`config.mk`:
```
export PLATFORM = sky130hd
export DESIGN_NAME = alu_arbiter
export DESIGN_NICKNAME = d
export VERILOG_FILES = /design/src/rtl/alu_pkg.sv /design/src/rtl/alu.sv /design/src/rtl/alu_rr_pick.sv /design/src/rtl/alu_arbiter.sv
export SDC_FILE = /design/constraint.sdc
export NUM_CORES = 1
export LEC_CHECK = 0
export CAP_MARGIN = 10
export CELL_PAD_IN_SITES_DETAIL_PLACEMENT = 2
export CELL_PAD_IN_SITES_GLOBAL_PLACEMENT = 2
export CORE_UTILIZATION = 35
export DETAILED_ROUTE_END_ITERATION = 8
export HOLD_SLACK_MARGIN = 0.1
export PLACE_DENSITY_LB_ADDON = 0.15
export SLEW_MARGIN = 0
export SYNTH_ARGS = -nofsm -noshare
export SYNTH_HDL_FRONTEND = slang
export SYNTH_SLANG_ARGS = --single-unit
```
`constraint.sdc`:
```
create_clock -name clk -period 12.05 [get_ports clk]
set_clock_uncertainty 0.15 [all_clocks]
set_input_delay 1.205 -clock clk [delete_from_list [all_inputs] [get_ports clk]]
set_output_delay 1.205 -clock clk [all_outputs]
set_load 0.05 [all_outputs]
```
`src/rtl/alu_pkg.sv`:
```
// Shared definitions for the ALU front end and its bench.
// Contents: opcode encodings, arbiter FSM state type, and alu_op_legal(),
// which reports whether a 4-bit opcode is one the ALU defines.
package alu_pkg;

    localparam logic [3:0] OP_ADD  = 4'b0000;
    localparam logic [3:0] OP_SUB  = 4'b0001;
    localparam logic [3:0] OP_MUL  = 4'b0011;
    localparam logic [3:0] OP_DIV  = 4'b0111;
    localparam logic [3:0] OP_AND  = 4'b1111;
    localparam logic [3:0] OP_OR   = 4'b1000;
    localparam logic [3:0] OP_NOT  = 4'b1001;
    localparam logic [3:0] OP_NAND = 4'b1011;
    localparam logic [3:0] OP_NOR  = 4'b1010;
    localparam logic [3:0] OP_XOR  = 4'b1100;
    localparam logic [3:0] OP_XNOR = 4'b1101;

    typedef enum logic [1:0] {
        ST_IDLE,
        ST_EXEC,
        ST_RESP
    } state_t;

    function automatic logic alu_op_legal(input logic [3:0] op);
        case (op)
            OP_ADD, OP_SUB, OP_MUL, OP_DIV, OP_AND, OP_OR,
            OP_NOT, OP_NAND, OP_NOR, OP_XOR, OP_XNOR: return 1'b1;
            default:                                 return 1'b0;
        endcase
    endfunction

endpackage

```
`src/rtl/alu.sv`:
```
// Combinational 4-bit ALU datapath (shared by all requesters via alu_arbiter).
// Ports: a, b (4-bit operands), op (4-bit opcode), r (8-bit result).
// Operands are zero-extended to 8 bits; undefined opcodes and divide by
// zero yield 0 here (the arbiter decides error reporting).
module alu
    import alu_pkg::*;
(
    input  logic [3:0] a,
    input  logic [3:0] b,
    input  logic [3:0] op,
    output logic [7:0] r
);

    logic [7:0] a8;
    logic [7:0] b8;

    assign a8 = {4'b0000, a};
    assign b8 = {4'b0000, b};

    always_comb begin
        r = '0;
        case (op)
            OP_ADD:  r = a8 + b8;
            OP_SUB:  r = a8 - b8;
            OP_MUL:  r = a8 * b8;
            OP_DIV:  r = (b8 == 8'h00) ? 8'h00 : a8 / b8;
            OP_AND:  r = a8 & b8;
            OP_OR:   r = a8 | b8;
            // Inverting ops act on the zero-extended value, so the upper nibble becomes 1s.
            OP_NOT:  r = ~a8;
            OP_NAND: r = ~(a8 & b8);
            OP_NOR:  r = ~(a8 | b8);
            OP_XOR:  r = a8 ^ b8;
            OP_XNOR: r = ~(a8 ^ b8);
            default: r = '0;
        endcase
    end

endmodule

```
`src/rtl/alu_rr_pick.sv`:
```
// Two-way round-robin picker.
// Ports: valid[1:0] requests, ptr (index holding priority on a tie),
// grant_en (allow a grant this cycle), grant[1:0] one-hot grant,
// ptr_nxt (pointer value to load when a grant is taken).
module alu_rr_pick (
    input  logic [1:0] valid,
    input  logic       ptr,
    input  logic       grant_en,
    output logic [1:0] grant,
    output logic       ptr_nxt
);

    always_comb begin
        grant = '0;
        if (grant_en) begin
            if (valid == 2'b11) begin
                grant = ptr ? 2'b10 : 2'b01;
            end else begin
                grant = valid;
            end
        end
        // Priority passes to the requester that was not just granted.
        ptr_nxt = ptr;
        if (grant[0]) begin
            ptr_nxt = 1'b1;
        end else if (grant[1]) begin
            ptr_nxt = 1'b0;
        end
    end

endmodule

```
`src/rtl/alu_arbiter.sv`:
```
// Two-requester front end for the shared ALU: round-robin grant, one
// operation in flight, registered operands and response.
// Ports: clk, rst_n (async active-low); reqN_valid/reqN_ready handshake with
// reqN_A, reqN_B, reqN_OP; response rsp_valid/rsp_ready with rsp_id
// (issuing requester), rsp_R (8-bit result) and rsp_err (bad opcode or /0).
module alu_arbiter
    import alu_pkg::*;
(
    input  logic       clk,
    input  logic       rst_n,
    input  logic       req0_valid,
    output logic       req0_ready,
    input  logic [3:0] req0_A,
    input  logic [3:0] req0_B,
    input  logic [3:0] req0_OP,
    input  logic       req1_valid,
    output logic       req1_ready,
    input  logic [3:0] req1_A,
    input  logic [3:0] req1_B,
    input  logic [3:0] req1_OP,
    output logic       rsp_valid,
    input  logic       rsp_ready,
    output logic       rsp_id,
    output logic [7:0] rsp_R,
    output logic       rsp_err
);

    state_t     state;
    state_t     state_nxt;
    logic       ptr;
    logic       ptr_nxt;
    logic       grant_en;
    logic [1:0] grant;
    logic [3:0] a_q;
    logic [3:0] b_q;
    logic [3:0] op_q;
    logic       id_q;
    logic [7:0] r_q;
    logic       err_q;
    logic [7:0] alu_r;
    logic [7:0] res_nxt;
    logic       err_nxt;

    assign grant_en = (state == ST_IDLE);

    alu_rr_pick u_pick (
        .valid    ({req1_valid, req0_valid}),
        .ptr      (ptr),
        .grant_en (grant_en),
        .grant    (grant),
        .ptr_nxt  (ptr_nxt)
    );

    alu u_alu (
        .a  (a_q),
        .b  (b_q),
        .op (op_q),
        .r  (alu_r)
    );

    // Error cases override the ALU output entirely.
    always_comb begin
        res_nxt = alu_r;
        err_nxt = 1'b0;
        if (!alu_op_legal(op_q)) begin
            res_nxt = 8'h00;
            err_nxt = 1'b1;
        end else if (op_q == OP_DIV && b_q == 4'h0) begin
            res_nxt = 8'hFF;
            err_nxt = 1'b1;
        end
    end

    always_comb begin
        state_nxt = state;
        case (state)
            ST_IDLE: if (|grant)    state_nxt = ST_EXEC;
            ST_EXEC:                state_nxt = ST_RESP;
            ST_RESP: if (rsp_ready) state_nxt = ST_IDLE;
            default:                state_nxt = ST_IDLE;
        endcase
    end

    always_ff @(posedge clk or negedge rst_n) begin
        if (!rst_n) begin
            state <= ST_IDLE;
            ptr   <= 1'b0;
            a_q   <= '0;
            b_q   <= '0;
            op_q  <= '0;
            id_q  <= 1'b0;
            r_q   <= '0;
            err_q <= 1'b0;
        end else begin
            state <= state_nxt;
            if (|grant) begin
                ptr  <= ptr_nxt;
                a_q  <= grant[1] ? req1_A  : req0_A;
                b_q  <= grant[1] ? req1_B  : req0_B;
                op_q <= grant[1] ? req1_OP : req0_OP;
                id_q <= grant[1];
            end
            if (state == ST_EXEC) begin
                r_q   <= res_nxt;
                err_q <= err_nxt;
            end
        end
    end

    assign req0_ready = grant[0];
    assign req1_ready = grant[1];
    assign rsp_valid  = (state == ST_RESP);
    assign rsp_id     = id_q;
    assign rsp_R      = r_q;
    assign rsp_err    = err_q;

endmodule

```
==> flow_summary_export.csv, run 1 <==
group,metric,value,unit
clock_tree,clk_path_buf_depth,2,
placement,dpl.cell_count,614,
yosys,synth.area.top_cells,"ha_1 19%, dfrtp_1 18%, nand2_1 6.7%",
detailed_routing,drc,0,
global_route,use_met2,43.7,%
clock_tree,cts_setup_buffers,0,
sta,final_max_slew_viol_count,0,
sta,fin_crit_sh,77.2,%
floorplan,initial_utilization,36.1,%
detailed_routing,viasPerCell,5.53,
yosys,synth_area_leader_cell,"ha_1",
yosys,yosysUniqueCellTypes,64,
placement,dp_hpwl,9.52,mm
clock_tree,clkTransAtPathRegs,110,ps
sta,finalHoldViolations,0,
sta,tns,0,ps
sta,period_needed,9300,ps
yosys,synth_flop_cell,"dfrtp_1",
worst_setup_path,crit_type,"reg2reg",
worst_setup_path,critical_path.endpoint_type,"flop",
run,drv_cap,0,
worst_setup_path,critPathMaxStageDelay,690,ps
final_layout,fin_cells,618,
worst_setup_path,cp_slowest_cell,"dfrtp_1",
clock_tree,clockRootBuffer,"clkbuf_8",
sta,max_freq,0.108,GHz
clock_tree,tritoncts,"built",
global_route,top_usage_layer,"met2",
yosys,synth.avg_cell_area,7.85,sq um
global_route,use_met1,31.6,%
floorplan,dieArea,10500,sq um
sta,worstMarginPinSlew,1040,ps
floorplan,rows,36,
yosys,synthArstFlopShare,100,%
detailed_routing,wirelength,12.0,mm
yosys,yosysMostFrequentCell,"nand2_1",
final_layout,multiInputGateArea,2740,sq um
global_route,grt_pass1_wl,19.6,mm
yosys,synthesis.instances,450,
global_route,antenna_found_initial,0,
worst_setup_path,timing.critical_path.fanout_max,9,
worst_setup_path,crit_top_cell,"ha_1",
clock_tree,cts_num_sinks,25,
detailed_routing,drt.antenna.violating_nets,0,
global_route,use_met3,2.67,%
final_layout,seqCellArea,626,sq um
detailed_routing,first_pass_iters,4,
worst_setup_path,critPathTopFamily,"compound AO/OA/AOI/OAI gates",
yosys,yosysSeqAreaShare,17.7,%
clock_tree,ctsHoldBuffers,0,
worst_hold_path,hp-class,"reg2reg",
floorplan,fp.dieW,102,um
yosys,yosys-top-cells-count,"63 x nand2_1, 53 x ha_1, 46 x nor2_1",
yosys,synth_area,3530,sq um
floorplan,die_h,102,um
global_route,gr-total-overflow,0,
global_route,grt_start_max_net_pins,32,
clock_tree,cts-buffers-inserted,3,
detailed_routing,routedWlPerCell,19.4,um
detailed_routing,drt_iter0_markers,61,
global_route,grt_pass1_vias,3767,
global_route,grt_usage,24.4,%
worst_setup_path,crit_buf_inv,1,
clock_tree,insertion_delay,280,ps
sta,setup_violations,0,
detailed_routing,via_count,3415,
yosys,synth-edff-count,0,
worst_setup_path,crit_arrival,9330,ps
sta,relSlewSlack,30.4,%
worst_setup_path,required,12080,ps
final_layout,nets,574,
placement,place_congestion,0.824,
yosys,synth_top_area_share,18.8,%
floorplan,core,9770,sq um
yosys,yosysWarnings,0,
status,status,"completed",
floorplan,io_pins,42,
final_layout,drive_above_1_share,5.57,%
worst_setup_path,startpoint_type,"flop",
final_layout,n_fill_cell,1144,
yosys,ys_ff_latch,25,
sta,rsz0062_at_grt,"false",
final_layout,n_antenna_cell,0,
clock_tree,ctsResizeCount,0,
final_layout,synthToLayoutAreaGrowth,16.7,%
clock_tree,h-tree-depth,1,
placement,io_buffers,41,
-- registers in the layout, summed over array words and instances (netlist names) --
register and cells:
b_q 4, op_q 4, a_q 4, ptr 1
rsp_id 1, rsp_err 1, state 2, rsp_R 8
-- kinds of logic (layout without fill, tap and decap cells) --
kind of cell / after synthesis / in the layout / share of synthesized area [%]
other: 1 / 4 / 0.106
multiplexers: 8 / 8 / 2.66
adder cells (fa/ha/maj): 59 / 59 / 22.2
AND/OR/NAND/NOR: 172 / 172 / 24.5
AO/OA/AOI/OAI: 122 / 122 / 23.4
XOR/XNOR: 18 / 18 / 4.46
buffers and inverters: 45 / 77 / 5.00
flip-flops: 25 / 25 / 17.7
-- layout make-up --
| class | instances | share of cell area (%) |
|---|---|---|
| clock buffers | 3 | 1.00 |
| clock inverters | 1 | 0.213 |
| flip-flops and latches | 25 | 15.2 |
| repair buffers | 43 | 10.3 |
| multi-input cells | 383 | 66.5 |
| inverters | 30 | 2.73 |
| well taps | 133 | 4.04 |
-- routing by layer --
metal  share of wire [%]  vias to the layer above
met1                  47                     1697
li1                    -                     1662
met3                 2.5                       10
met2                  49                       46
met5                   0                        -
met4                 1.2                        0
-- stage by stage --
step,setup WS [ps],instance area (sq um),hold WS [ps],util (%)
finish,2750,4120,341,42.2
global route,2120,4120,380,42.2
CTS,2750,4120,353,42.2
detailed placement,2800,4070,327,41.6
global placement,3260,4070,314,41.6
floorplan,4170,3540,310,-
-- final timing paths --
kind                                from       end  slack (ps)  depth (start not counted)
worst max-delay path              b_q[0]  rsp_R[0]        2750                         38
worst min-delay path            rsp_R[2]  rsp_R[2]         340                          2
worst max register to register    b_q[0]  rsp_R[0]        2750                         38
worst min register to register  rsp_R[2]  rsp_R[2]         340                          2
max in group asynchronous          rst_n    a_q[1]       10330                          2
min in group asynchronous          rst_n       ptr        1150                          2
-- worst register-to-register path: cells and delay by family (launching register included) --
kind	cells	cell delay [ps]
flip-flops	1	690
multiplexers	2	600
adder cells (fa/ha/maj)	6	1870
AO/OA/AOI/OAI	20	3680
AND/OR/NAND/NOR	9	1890
buffers and inverters	1	330
-- layout by cell type (no fill, tap or decap), types with 8 or more instances in the layout --
cell	synthesis	routed
dfrtp_1	25	25
xor2_1	11	11
clkdlybuf4s50_1	0	41
nor3_1	9	9
a21oi_1	26	26
nand2_1	63	63
nor2_1	46	46
nand3_1	8	8
o21a_1	9	9
a31oi_1	14	14
nor2b_1	12	12
o21ai_0	32	32
ha_1	53	53
inv_1	30	30
nand2b_1	8	8
Power of run 1 is not shown: default switching activity piles up to over one toggle a cycle in this logic, so the estimate is an artifact.
==> run 2: changes to the inputs <==
Settings changed: CORE_UTILIZATION 35 to 34.
Clock period 12.05 ns to 8.7 ns, I/O delays scaled along.
==> run 2 against run 1 <==
Net effect: critical endpoint unchanged; critical path type unchanged; worst setup slack worse by 2300 ps; via count increased by 3.3%; routed wire length up 4.5%; sequential cell count stayed put; cell count grew 2.6%; count of clock-buffer cells in the layout unchanged; largest cell class unchanged; non-clock buffer count increased by 16; maximum frequency increased by 12%; hold slack improved by 10 ps.
==> flow_summary_export.csv, run 2 (synthesized netlist as in run 1, its figures left out) <==
group,metric,value,unit
floorplan,initial_utilization,35.6,%
global_route,grt_pass1_wl,20.5,mm
sta,max_freq,0.121,GHz
sta,relSlewSlack,36.2,%
floorplan,die_h,104,um
sta,period_needed,8270,ps
worst_setup_path,critical_path.endpoint_type,"flop",
global_route,grt_pass1_vias,3907,
clock_tree,clockRootBuffer,"clkbuf_8",
floorplan,core,9910,sq um
placement,placed_area,4120,sq um
worst_setup_path,crit_top_cell,"ha_1",
detailed_routing,wirelength,12.5,mm
global_route,grt_usage,23.7,%
worst_setup_path,crit_buf_inv,1,
final_layout,synthToLayoutAreaGrowth,21.5,%
floorplan,dieArea,10800,sq um
status,status,"completed",
placement,io_buffers,41,
clock_tree,clkTransAtPathRegs,110,ps
final_layout,final_common_cell,"nand2_1",
worst_setup_path,timing.critical_path.fanout_max,7,
detailed_routing,via_count,3526,
detailed_routing,viasPerCell,5.56,
detailed_routing,first_pass_iters,4,
sta,finalHoldViolations,0,
worst_hold_path,hp-class,"reg2reg",
detailed_routing,drc,0,
worst_setup_path,crit_type,"reg2reg",
detailed_routing,routedWlPerCell,19.7,um
run,drv_cap,0,
sta,worstMarginPinSlew,957,ps
placement,place_congestion,0.803,
clock_tree,ctsHoldBuffers,0,
final_layout,nets,590,
clock_tree,clk_path_buf_depth,2,
worst_setup_path,critPathMaxStageDelay,410,ps
worst_setup_path,crit_arrival,8300,ps
worst_setup_path,critPathTopFamily,"compound AO/OA/AOI/OAI gates",
clock_tree,h-tree-depth,1,
floorplan,fp.dieW,104,um
detailed_routing,drt.antenna.violating_nets,0,
sta,setup_violations,0,
sta,fin_crit_sh,95.0,%
clock_tree,cts-buffers-inserted,3,
global_route,gr-total-overflow,0,
placement,dp_hpwl,9.76,mm
final_layout,stdcell_area,4290,sq um
worst_setup_path,startpoint_type,"flop",
floorplan,rows,36,
final_layout,n_fill_cell,1158,
final_layout,largest_reg_flops,8,
clock_tree,tritoncts,"built",
final_layout,n_antenna_cell,0,
clock_tree,insertion_delay,290,ps
detailed_routing,drt_iter0_markers,87,
worst_setup_path,required,8730,ps
worst_setup_path,cp_slowest_cell,"or3_1",
sta,final_max_slew_viol_count,0,
global_route,antenna_found_initial,0,
final_layout,drive_above_1_share,10.8,%
final_layout,mostFrequentLayoutCells,"63 x nand2_1, 52 x ha_1, 44 x nor2_1, 41 x clkdlybuf4s50_1, 31 x o21ai_0",
clock_tree,cts_num_sinks,25,
floorplan,io_pins,42,
global_route,grt_start_max_net_pins,32,
==> run 2: cell type report <==
type,instances,area [sq um],share of cell area [%]
clock inverter,1,7.51,0.175
sequential,25,628,14.6
clock buffer,3,41.3,0.962
inverter,30,113,2.62
multi-input combinational,383,2790,65.0
tap,133,166,3.88
timing repair buffer,59,546,12.7
==> run 2: final timing paths <==
| kind | cells after the start | from | to | slack, ps |
|---|---|---|---|---|
| max | 39 | b_q[0] | rsp_R[0] | 430 |
| min | 2 | rsp_id | rsp_id | 350 |
| max reg2reg | 39 | b_q[0] | rsp_R[0] | 430 |
| min reg2reg | 2 | rsp_id | rsp_id | 350 |
| max in group asynchronous | 2 | rst_n | b_q[1] | 7300 |
| min in group asynchronous | 2 | rst_n | rsp_id | 800 |
==> run 2: metal layers <==
layer / track usage (%) / part of all wire (%) / vias up
met2: 42.2 / 50 / 46
met1: 32.0 / 47 / 1775
met4: 2.76 / 0.95 / 0
li1: - / - / 1695
met5: 0 / 0 / -
met3: 2.13 / 2.4 / 10
==> run 2: worst min-delay path: stages (launching register included) <==
cell and delay, ps:
dfrtp_1 370, nand2_1 50, nand2_1 50
==> run 2: metrics by stage <==
stage	hold slack [ps]	setup WS, ps	setup TNS, ps	std cells	utilization (%)
final	352	432	0	634	43.3
after floorplan	310	818	0	453	-
after global routing	403	-104	-104	634	43.3
after CTS	362	17.3	0	624	42.1
after detailed placement	329	-52.4	-52.4	620	41.5
after global placement	312	429	0	620	41.5
==> run 2: repair_timing <==
action	4_1_cts	5_1_grt
setup endpoints to repair	1	1
buffers inserted	0	10
resized for setup	3	12
endpoints found under the hold margin	0	0
Power of run 2 is left out for the same reason.
==> run 3: changes to the inputs <==
Settings changed: SKIP_CTS_REPAIR_TIMING set to 1.
==> results of run 3 <==
Final layout, timing and power as in run 2 (identical DEF).
Power of run 3 is left out for the same reason.
